`config.mk`:
```
export PLATFORM = sky130hd
export DESIGN_NAME = sbox_bram_sched
export DESIGN_NICKNAME = d
export VERILOG_FILES = /design/src/rtl/sbox_bram_sched_pkg.sv /design/src/rtl/sbox_sched_delay.sv /design/src/rtl/sbox_bram_sched.sv
export SDC_FILE = /design/constraint.sdc
export NUM_CORES = 1
export LEC_CHECK = 0
export BUFFER_PORTS_ARGS = -buffer_cell sky130_fd_sc_hd__buf_2
export CAP_MARGIN = 10
export CORE_MARGIN = 5
export CORE_UTILIZATION = 53
export CTS_CLUSTER_SIZE = 14
export DETAILED_ROUTE_END_ITERATION = 16
export PLACE_DENSITY_LB_ADDON = 0.05
export SETUP_SLACK_MARGIN = 0.15
export SLEW_MARGIN = 20
export SYNTH_ARGS = -nofsm -noshare
export SYNTH_HDL_FRONTEND = slang
export SYNTH_SLANG_ARGS = --single-unit
export TNS_END_PERCENT = 30
```
`constraint.sdc`:
```
create_clock -name clk -period 3.5 [get_ports clk]
set_input_delay 0.7 -clock clk [delete_from_list [all_inputs] [get_ports clk]]
set_output_delay 0.7 -clock clk [all_outputs]
set_load 0.05 [all_outputs]
```
`src/rtl/sbox_bram_sched_pkg.sv`:
```
// ---------------------------------------------------------------------------
// sbox_bram_sched_pkg
// Shared types and constants for the masked S-box BRAM lookup scheduler.
//   sched_state_e : scheduler FSM states
//   BRAM_AW/BRAM_DW : lookup BRAM address / data widths
//   NBYTES_DEF/RD_LAT_DEF : default pass width and BRAM read latency
//   lut_addr()    : builds a table address from mask bank and state byte
// ---------------------------------------------------------------------------
package sbox_bram_sched_pkg;

    typedef enum logic [1:0] {
        ST_IDLE  = 2'd0,
        ST_ISSUE = 2'd1,
        ST_DRAIN = 2'd2,
        ST_DONE  = 2'd3
    } sched_state_e;

    localparam int BRAM_AW    = 10;
    localparam int BRAM_DW    = 8;
    localparam int NBYTES_DEF = 16;
    localparam int RD_LAT_DEF = 2;

    // The mask index selects one of four 256-entry table banks.
    function automatic logic [BRAM_AW-1:0] lut_addr(input logic [1:0] bank,
                                                    input logic [BRAM_DW-1:0] b);
        return {bank, b};
    endfunction

endpackage

```
`src/rtl/sbox_sched_delay.sv`:
```
// ---------------------------------------------------------------------------
// sbox_sched_delay
// RD_LAT-deep shift register that travels alongside the BRAM read so the
// write-back knows when a pair's data is on bram_doa/bram_dob and which pair
// it belongs to.
//   clk, rst_n    : clock, async active-low reset
//   hold          : freeze all stages (pipeline stall)
//   in_valid/idx  : pair being presented to the BRAM this cycle
//   out_valid/idx : pair whose read data is on the BRAM outputs this cycle
// ---------------------------------------------------------------------------
module sbox_sched_delay #(
    parameter int RD_LAT = 2,
    parameter int IW     = 3
) (
    input  logic          clk,
    input  logic          rst_n,
    input  logic          hold,
    input  logic          in_valid,
    input  logic [IW-1:0] in_idx,
    output logic          out_valid,
    output logic [IW-1:0] out_idx
);

    logic [RD_LAT-1:0]         valid_r;
    logic [RD_LAT-1:0][IW-1:0] idx_r;

    // Shift valid flag and pair index one stage per unstalled cycle.
    always_ff @(posedge clk or negedge rst_n) begin
        if (!rst_n) begin
            valid_r <= {RD_LAT{1'b0}};
            idx_r   <= {(RD_LAT*IW){1'b0}};
        end else if (!hold) begin
            valid_r[0] <= in_valid;
            idx_r[0]   <= in_idx;
            for (int i = 1; i < RD_LAT; i++) begin
                valid_r[i] <= valid_r[i-1];
                idx_r[i]   <= idx_r[i-1];
            end
        end
    end

    assign out_valid = valid_r[RD_LAT-1];
    assign out_idx   = idx_r[RD_LAT-1];

endmodule

```
`src/rtl/sbox_bram_sched.sv`:
```
// ---------------------------------------------------------------------------
// sbox_bram_sched
// Schedules one masked SubBytes pass through an external dual-port BRAM:
// two bytes per cycle are issued as lookups, results are written back into
// state_out RD_LAT cycles later, then done pulses for one cycle.
//   clk, rst           : clock, async active-low reset
//   start              : request a pass (honoured only when idle)
//   mask_sel           : table bank, address bits [9:8]
//   state_in           : masked state, byte i at [8i+7:8i]
//   stall              : (SBOX_SCHED_STALL_EN only) freeze the whole pass
//   bram_addra/addrb   : registered lookup addresses (0 when not issuing)
//   bram_en            : BRAM ENA/ENB/REGCEA/REGCEB
//   bram_doa/dob       : BRAM read data
//   state_out          : substituted state, held between passes
//   busy, done         : pass in progress / one-cycle completion pulse
// Optional feature macro: SBOX_SCHED_STALL_EN
// ---------------------------------------------------------------------------
module sbox_bram_sched
    import sbox_bram_sched_pkg::*;
#(
    parameter int NBYTES = NBYTES_DEF,
    parameter int RD_LAT = RD_LAT_DEF
) (
    input  logic                  clk,
    input  logic                  rst,
    input  logic                  start,
`ifdef SBOX_SCHED_STALL_EN
    input  logic                  stall,
`endif
    input  logic [1:0]            mask_sel,
    input  logic [8*NBYTES-1:0]   state_in,
    output logic [BRAM_AW-1:0]    bram_addra,
    output logic [BRAM_AW-1:0]    bram_addrb,
    output logic                  bram_en,
    input  logic [BRAM_DW-1:0]    bram_doa,
    input  logic [BRAM_DW-1:0]    bram_dob,
    output logic [8*NBYTES-1:0]   state_out,
    output logic                  busy,
    output logic                  done
);

    localparam int NPAIRS = NBYTES / 2;
    localparam int PW     = (NPAIRS > 1) ? $clog2(NPAIRS) : 1;
    localparam int DCW    = (RD_LAT > 1) ? $clog2(RD_LAT) : 1;

    localparam logic [PW-1:0]  PAIR_ZERO  = PW'(0);
    localparam logic [PW-1:0]  PAIR_ONE   = PW'(1);
    localparam logic [PW-1:0]  PAIR_LAST  = PW'(NPAIRS - 1);
    localparam logic [DCW-1:0] DRAIN_ZERO = DCW'(0);
    localparam logic [DCW-1:0] DRAIN_ONE  = DCW'(1);
    localparam logic [DCW-1:0] DRAIN_LAST = DCW'(RD_LAT - 1);

    sched_state_e        state_r, state_s;
    logic [PW-1:0]       cnt_r, cnt_s;
    logic [DCW-1:0]      dcnt_r, dcnt_s;
    logic [1:0]          msel_r, msel_s;
    logic [8*NBYTES-1:0] data_r, data_s;
    logic [BRAM_AW-1:0]  addra_r, addrb_r, addra_s, addrb_s;
    logic                en_r, busy_r, done_r;
    logic [8*NBYTES-1:0] out_r;
    logic                stall_s;
    logic                dly_valid_s;
    logic [PW-1:0]       dly_idx_s;

`ifdef SBOX_SCHED_STALL_EN
    assign stall_s = stall;
`else
    assign stall_s = 1'b0;
`endif

    // Next-state logic; state_in/mask_sel are captured only when leaving IDLE.
    always_comb begin
        state_s = state_r;
        cnt_s   = cnt_r;
        dcnt_s  = dcnt_r;
        msel_s  = msel_r;
        data_s  = data_r;
        case (state_r)
            ST_IDLE: begin
                if (start) begin
                    state_s = ST_ISSUE;
                    cnt_s   = PAIR_ZERO;
                    msel_s  = mask_sel;
                    data_s  = state_in;
                end else begin
                    state_s = ST_IDLE;
                end
            end
            ST_ISSUE: begin
                if (cnt_r == PAIR_LAST) begin
                    state_s = ST_DRAIN;
                    dcnt_s  = DRAIN_ZERO;
                end else begin
                    cnt_s = cnt_r + PAIR_ONE;
                end
            end
            ST_DRAIN: begin
                if (dcnt_r == DRAIN_LAST) begin
                    state_s = ST_DONE;
                end else begin
                    dcnt_s = dcnt_r + DRAIN_ONE;
                end
            end
            ST_DONE: begin
                state_s = ST_IDLE;
            end
            default: begin
                state_s = ST_IDLE;
            end
        endcase
    end

    // Addresses are computed from next-state values so the registered outputs
    // already present pair k during ISSUE cycle k.
    always_comb begin
        addra_s = {BRAM_AW{1'b0}};
        addrb_s = {BRAM_AW{1'b0}};
        if (state_s == ST_ISSUE) begin
            addra_s = lut_addr(msel_s, data_s[16*int'(cnt_s) +: 8]);
            addrb_s = lut_addr(msel_s, data_s[16*int'(cnt_s) + 8 +: 8]);
        end else begin
            addra_s = {BRAM_AW{1'b0}};
            addrb_s = {BRAM_AW{1'b0}};
        end
    end

    // FSM, counters, captured inputs and registered control outputs.
    always_ff @(posedge clk or negedge rst) begin
        if (!rst) begin
            state_r <= ST_IDLE;
            cnt_r   <= PAIR_ZERO;
            dcnt_r  <= DRAIN_ZERO;
            msel_r  <= 2'b00;
            data_r  <= {(8*NBYTES){1'b0}};
            addra_r <= {BRAM_AW{1'b0}};
            addrb_r <= {BRAM_AW{1'b0}};
            en_r    <= 1'b0;
            busy_r  <= 1'b0;
            done_r  <= 1'b0;
        end else if (!stall_s) begin
            state_r <= state_s;
            cnt_r   <= cnt_s;
            dcnt_r  <= dcnt_s;
            msel_r  <= msel_s;
            data_r  <= data_s;
            addra_r <= addra_s;
            addrb_r <= addrb_s;
            en_r    <= (state_s == ST_ISSUE) || (state_s == ST_DRAIN);
            busy_r  <= (state_s != ST_IDLE);
            done_r  <= (state_s == ST_DONE);
        end
    end

    sbox_sched_delay #(
        .RD_LAT (RD_LAT),
        .IW     (PW)
    ) u_delay (
        .clk       (clk),
        .rst_n     (rst),
        .hold      (stall_s),
        .in_valid  (state_r == ST_ISSUE),
        .in_idx    (cnt_r),
        .out_valid (dly_valid_s),
        .out_idx   (dly_idx_s)
    );

    // Write back a pair when its read data reaches the BRAM output register.
    always_ff @(posedge clk or negedge rst) begin
        if (!rst) begin
            out_r <= {(8*NBYTES){1'b0}};
        end else if (!stall_s && dly_valid_s) begin
            out_r[16*int'(dly_idx_s) +: 8]     <= bram_doa;
            out_r[16*int'(dly_idx_s) + 8 +: 8] <= bram_dob;
        end
    end

    assign bram_addra = addra_r;
    assign bram_addrb = addrb_r;
    // A stall must drop enables in the same cycle so the BRAM pipeline holds.
    assign bram_en    = en_r & ~stall_s;
    assign state_out  = out_r;
    assign busy       = busy_r;
    assign done       = done_r;

endmodule

```
==> results.py <==
metrics = {
    "critical_path": {
        "crit_top_cell": "a211oi_1",
        "endpoint_kind": "flip-flop",
        "cp_data_required_time_ns": 3.91,
        "slowest_delay_ns": 0.55,
        "crit_path_top_delay_cell": "or4_1",
        "cp-start-kind": "flip-flop",
        "critPathArrivalTime_ns": 3.21,
        "critPathMaxFanout": 59,
        "path_class": "flip-flop to flip-flop",
        "path_cells": "ha_1 > a211oi_1 > o21ai_0 > and2_2 > inv_4 > mux2i_1 > a211oi_1 > or4_1",
    },
    "synthesis": {
        "synthCells": 1292,
        "ys_seq_area_share_pct": 60.5,
        "synthXorXnorAreaFrac_pct": 0,
        "synth_top_family_by_area": "simple AND/OR/NAND/NOR gates",
        "synth_warnings": 0,
        "async_reset_ff_share_pct": 100,
        "synth.area.top_cells": "dfrtp_1 (60%), nand2_1 (19%), mux2_2 (4.5%)",
        "syn_avg_cell_area_um2": 9.38,
        "synth_edf_count": 0,
        "synth_simple_gate_area_share_pct": 22.8,
        "yosysMostFrequentCell": "nand2_1",
        "ys_top_cells_by_count": "nand2_1 (604), dfrtp_1 (293), o21ai_0 (87)",
        "synth_top_area_cell": "dfrtp_1",
        "yosys.area_share.adder_pct": 0.929,
        "ys_seq_elements": 293,
        "synth_compound_area_share_pct": 6.67,
        "synth.top_cell.area_share_pct": 60.5,
        "ys.flop_type": "dfrtp_1",
        "synth_nets": 1450,
        "synth_cell_type_count": 33,
        "syn_area_mm2": 0.0121,
        "synthMuxAreaShare_pct": 6.38,
    },
    "power_and_ir_drop": {
        "p_sw_w": 0.00789,
        "power_density_mw_per_mm2": 1140,
        "pwr-share-clk_pct": 18.7,
        "intPower_w": 0.00902,
        "leakage_nw": 8.00,
        "pwr-share-seq_pct": 34.7,
        "pwr-share-comb_pct": 46.6,
        "swShare_pct": 46.7,
        "ir_drop_mv": 0.733,
    },
    "detailed_routing": {
        "drc": 0,
        "via_count": 9752,
        "ant_nets": 0,
        "post_drt_wl_per_cell_um": 16.9,
        "drt_iter0_drc": 724,
        "vias_per_cell": 5.18,
        "wl_um": 31700,
        "firstDrtPassIters": 5,
    },
    "run_status": {
        "status": "finished, final reports clean",
    },
    "cells_and_area": {
        "antenna_cells": 0,
        "drive_above_1_share_pct": 26.2,
        "fin_nets": 1735,
        "synthToLayoutAreaGrowth_pct": 22.9,
        "nFillCells": 1888,
    },
    "clock_tree": {
        "cts_buffer_depth": 3,
        "cts_hold_buf": 0,
        "cts_tree": "built",
        "clk_latency_ns": 0.54,
        "post_cts.resized_instances": 0,
        "cts_num_sinks": 293,
        "cts_root_buffer": "clkbuf_16",
        "post_cts_buffers": 0,
        "htreeDepth": 1,
        "cts_made_buffers": 30,
        "clkTransAtPathRegs_ns": 0.06,
    },
    "sta": {
        "layout_min_cycle_time_ns": 2.80,
        "worst_pin_slew_ns": 0.731,
        "finalCritPeriodShare_pct": 80.1,
        "clock-skew-final_ns": 0.0110,
        "fmax_mhz": 357,
        "final-setup-viol-count": 0,
        "rsz0062_at_grt": "false",
        "relSlewSlack_pct": 51.1,
        "fin_ws_ns": 0.696,
        "setup_tns_ns": 0,
        "finalMaxSlewViolations": 0,
        "hold_viol": 0,
    },
    "global_routing": {
        "grt_pass1_vias": 9566,
        "overflow": 0,
        "grt_pass1_wl_um": 50700,
        "antenna_found_initial": 0,
        "grt_max_degree": 161,
        "grtUsageTotal_pct": 23.9,
    },
    "floorplan": {
        "core_area_mm2": 0.0226,
        "die_y_um": 161,
        "fp.dieArea_mm2": 0.0260,
        "num_rows": 55,
        "ios": 300,
        "die_x_um": 161,
        "start_util_pct": 53.7,
    },
    "placement": {
        "hpwlAfterDp_um": 22300,
        "dp_slack_ns": 0.639,
        "place_congestion": 0.827,
        "port_buffers": 299,
    },
    "min_path": {
        "hold_path_class": "primary input to async pin",
    },
    "run": {
        "max-cap-violations": 0,
    },
}
[worst max-delay path: cells and delay by family (launching register included)]
family,cells,cell delay (ns)
fa+ha+maj,1,0.25
buf+inv,1,0.48
compound gates,3,0.43
simple gates,2,0.79
flops,1,0.42
mux,1,0.26
[state kept, by name, indices dropped and copies added (netlist names), 3 cells and up]
register / cells
bram_addra: 9
bram_addrb: 9
cnt_r: 3
data_r: 128
state_out: 128
u_delay.idx_r: 3
u_delay.out_idx: 3
[final timing paths]
path	start	end	slack (ns)	depth (start not counted)
worst min register to register	u_delay.valid_r[0]	u_delay.valid_r[1]	0.35	0
max in group asynchronous	rst	data_r[37]	2.50	2
worst min-delay path	rst	state_out[105]	0.14	1
worst max-delay path	cnt_r[0]	bram_addrb[2]	0.70	8
min in group clk	state_in[59]	data_r[59]	0.34	3
worst max register to register	cnt_r[0]	bram_addrb[2]	0.70	8
[metrics by stage]
stage | std cells | util [%] | cell area, µm² | power, W | hold WS, ns
after floorplan | 1292 | - | 12100 | 0.0117 | 0.331
after global placement | 1830 | 61.6 | 13900 | 0.0137 | 0.333
after detailed placement | 1830 | 61.6 | 13900 | 0.0138 | 0.336
after CTS | 1883 | 66.0 | 14900 | 0.0170 | 0.146
after global routing | 1883 | 66.0 | 14900 | 0.0180 | 0.163
final | 1883 | 66.0 | 14900 | 0.0169 | 0.137
[power groups by stage]
stage	combinational [W]	clock [W]	sequential (W)
after floorplan	0.00358	0	0.00808
after global placement	0.00779	0	0.00589
after detailed placement	0.00790	0	0.00590
after CTS	0.00794	0.00323	0.00586
after global routing	0.00859	0.00338	0.00603
final	0.00788	0.00317	0.00586
[cells in the final DEF, fill, tap and decap left out, drive strengths merged, types with 2 or more instances in the layout]
cell type and count:
clkbuf 43, nor2b 3, or4 14, mux2i 22, nand2b 3, a21oi 43
inv 10, ha 9, mux2 48, a211o 2, nor3 4, o21ai 87
nand3 8, and2 20, bufinv 2, nor2 32, o22ai 2, nand4 3
or3b 2, nand2 604, clkinv 6, buf 318, a211oi 15, dfrtp 293
[kinds of logic (layout without fill, tap and decap cells)]
group / after synthesis / after routing
fa+ha+maj: 9 / 9
simple gates: 695 / 695
mux: 70 / 70
flops: 293 / 293
buf+inv: 74 / 380
compound gates: 151 / 151
[final cells by class]
cell class	count	area, µm²	share of cell area [%]
clock buffers	43	881	5.91
clock inverters	10	109	0.731
inverters	9	36.3	0.244
multi-input cells	925	4470	30.0
flip-flops and latches	293	7330	49.2
well taps	285	357	2.39
repair buffers	318	1710	11.5
[routing by layer]
| metal | wire length [µm] | track usage (%) | up-vias |
|---|---|---|---|
| li1 | - | - | 4727 |
| met1 | 14300 | 35.2 | 4630 |
| met2 | 14700 | 37.5 | 338 |
| met3 | 2190 | 4.24 | 57 |
| met4 | 618 | 5.85 | 0 |
| met5 | 0 | 0 | - |
(Power assumes the default switching activity.)
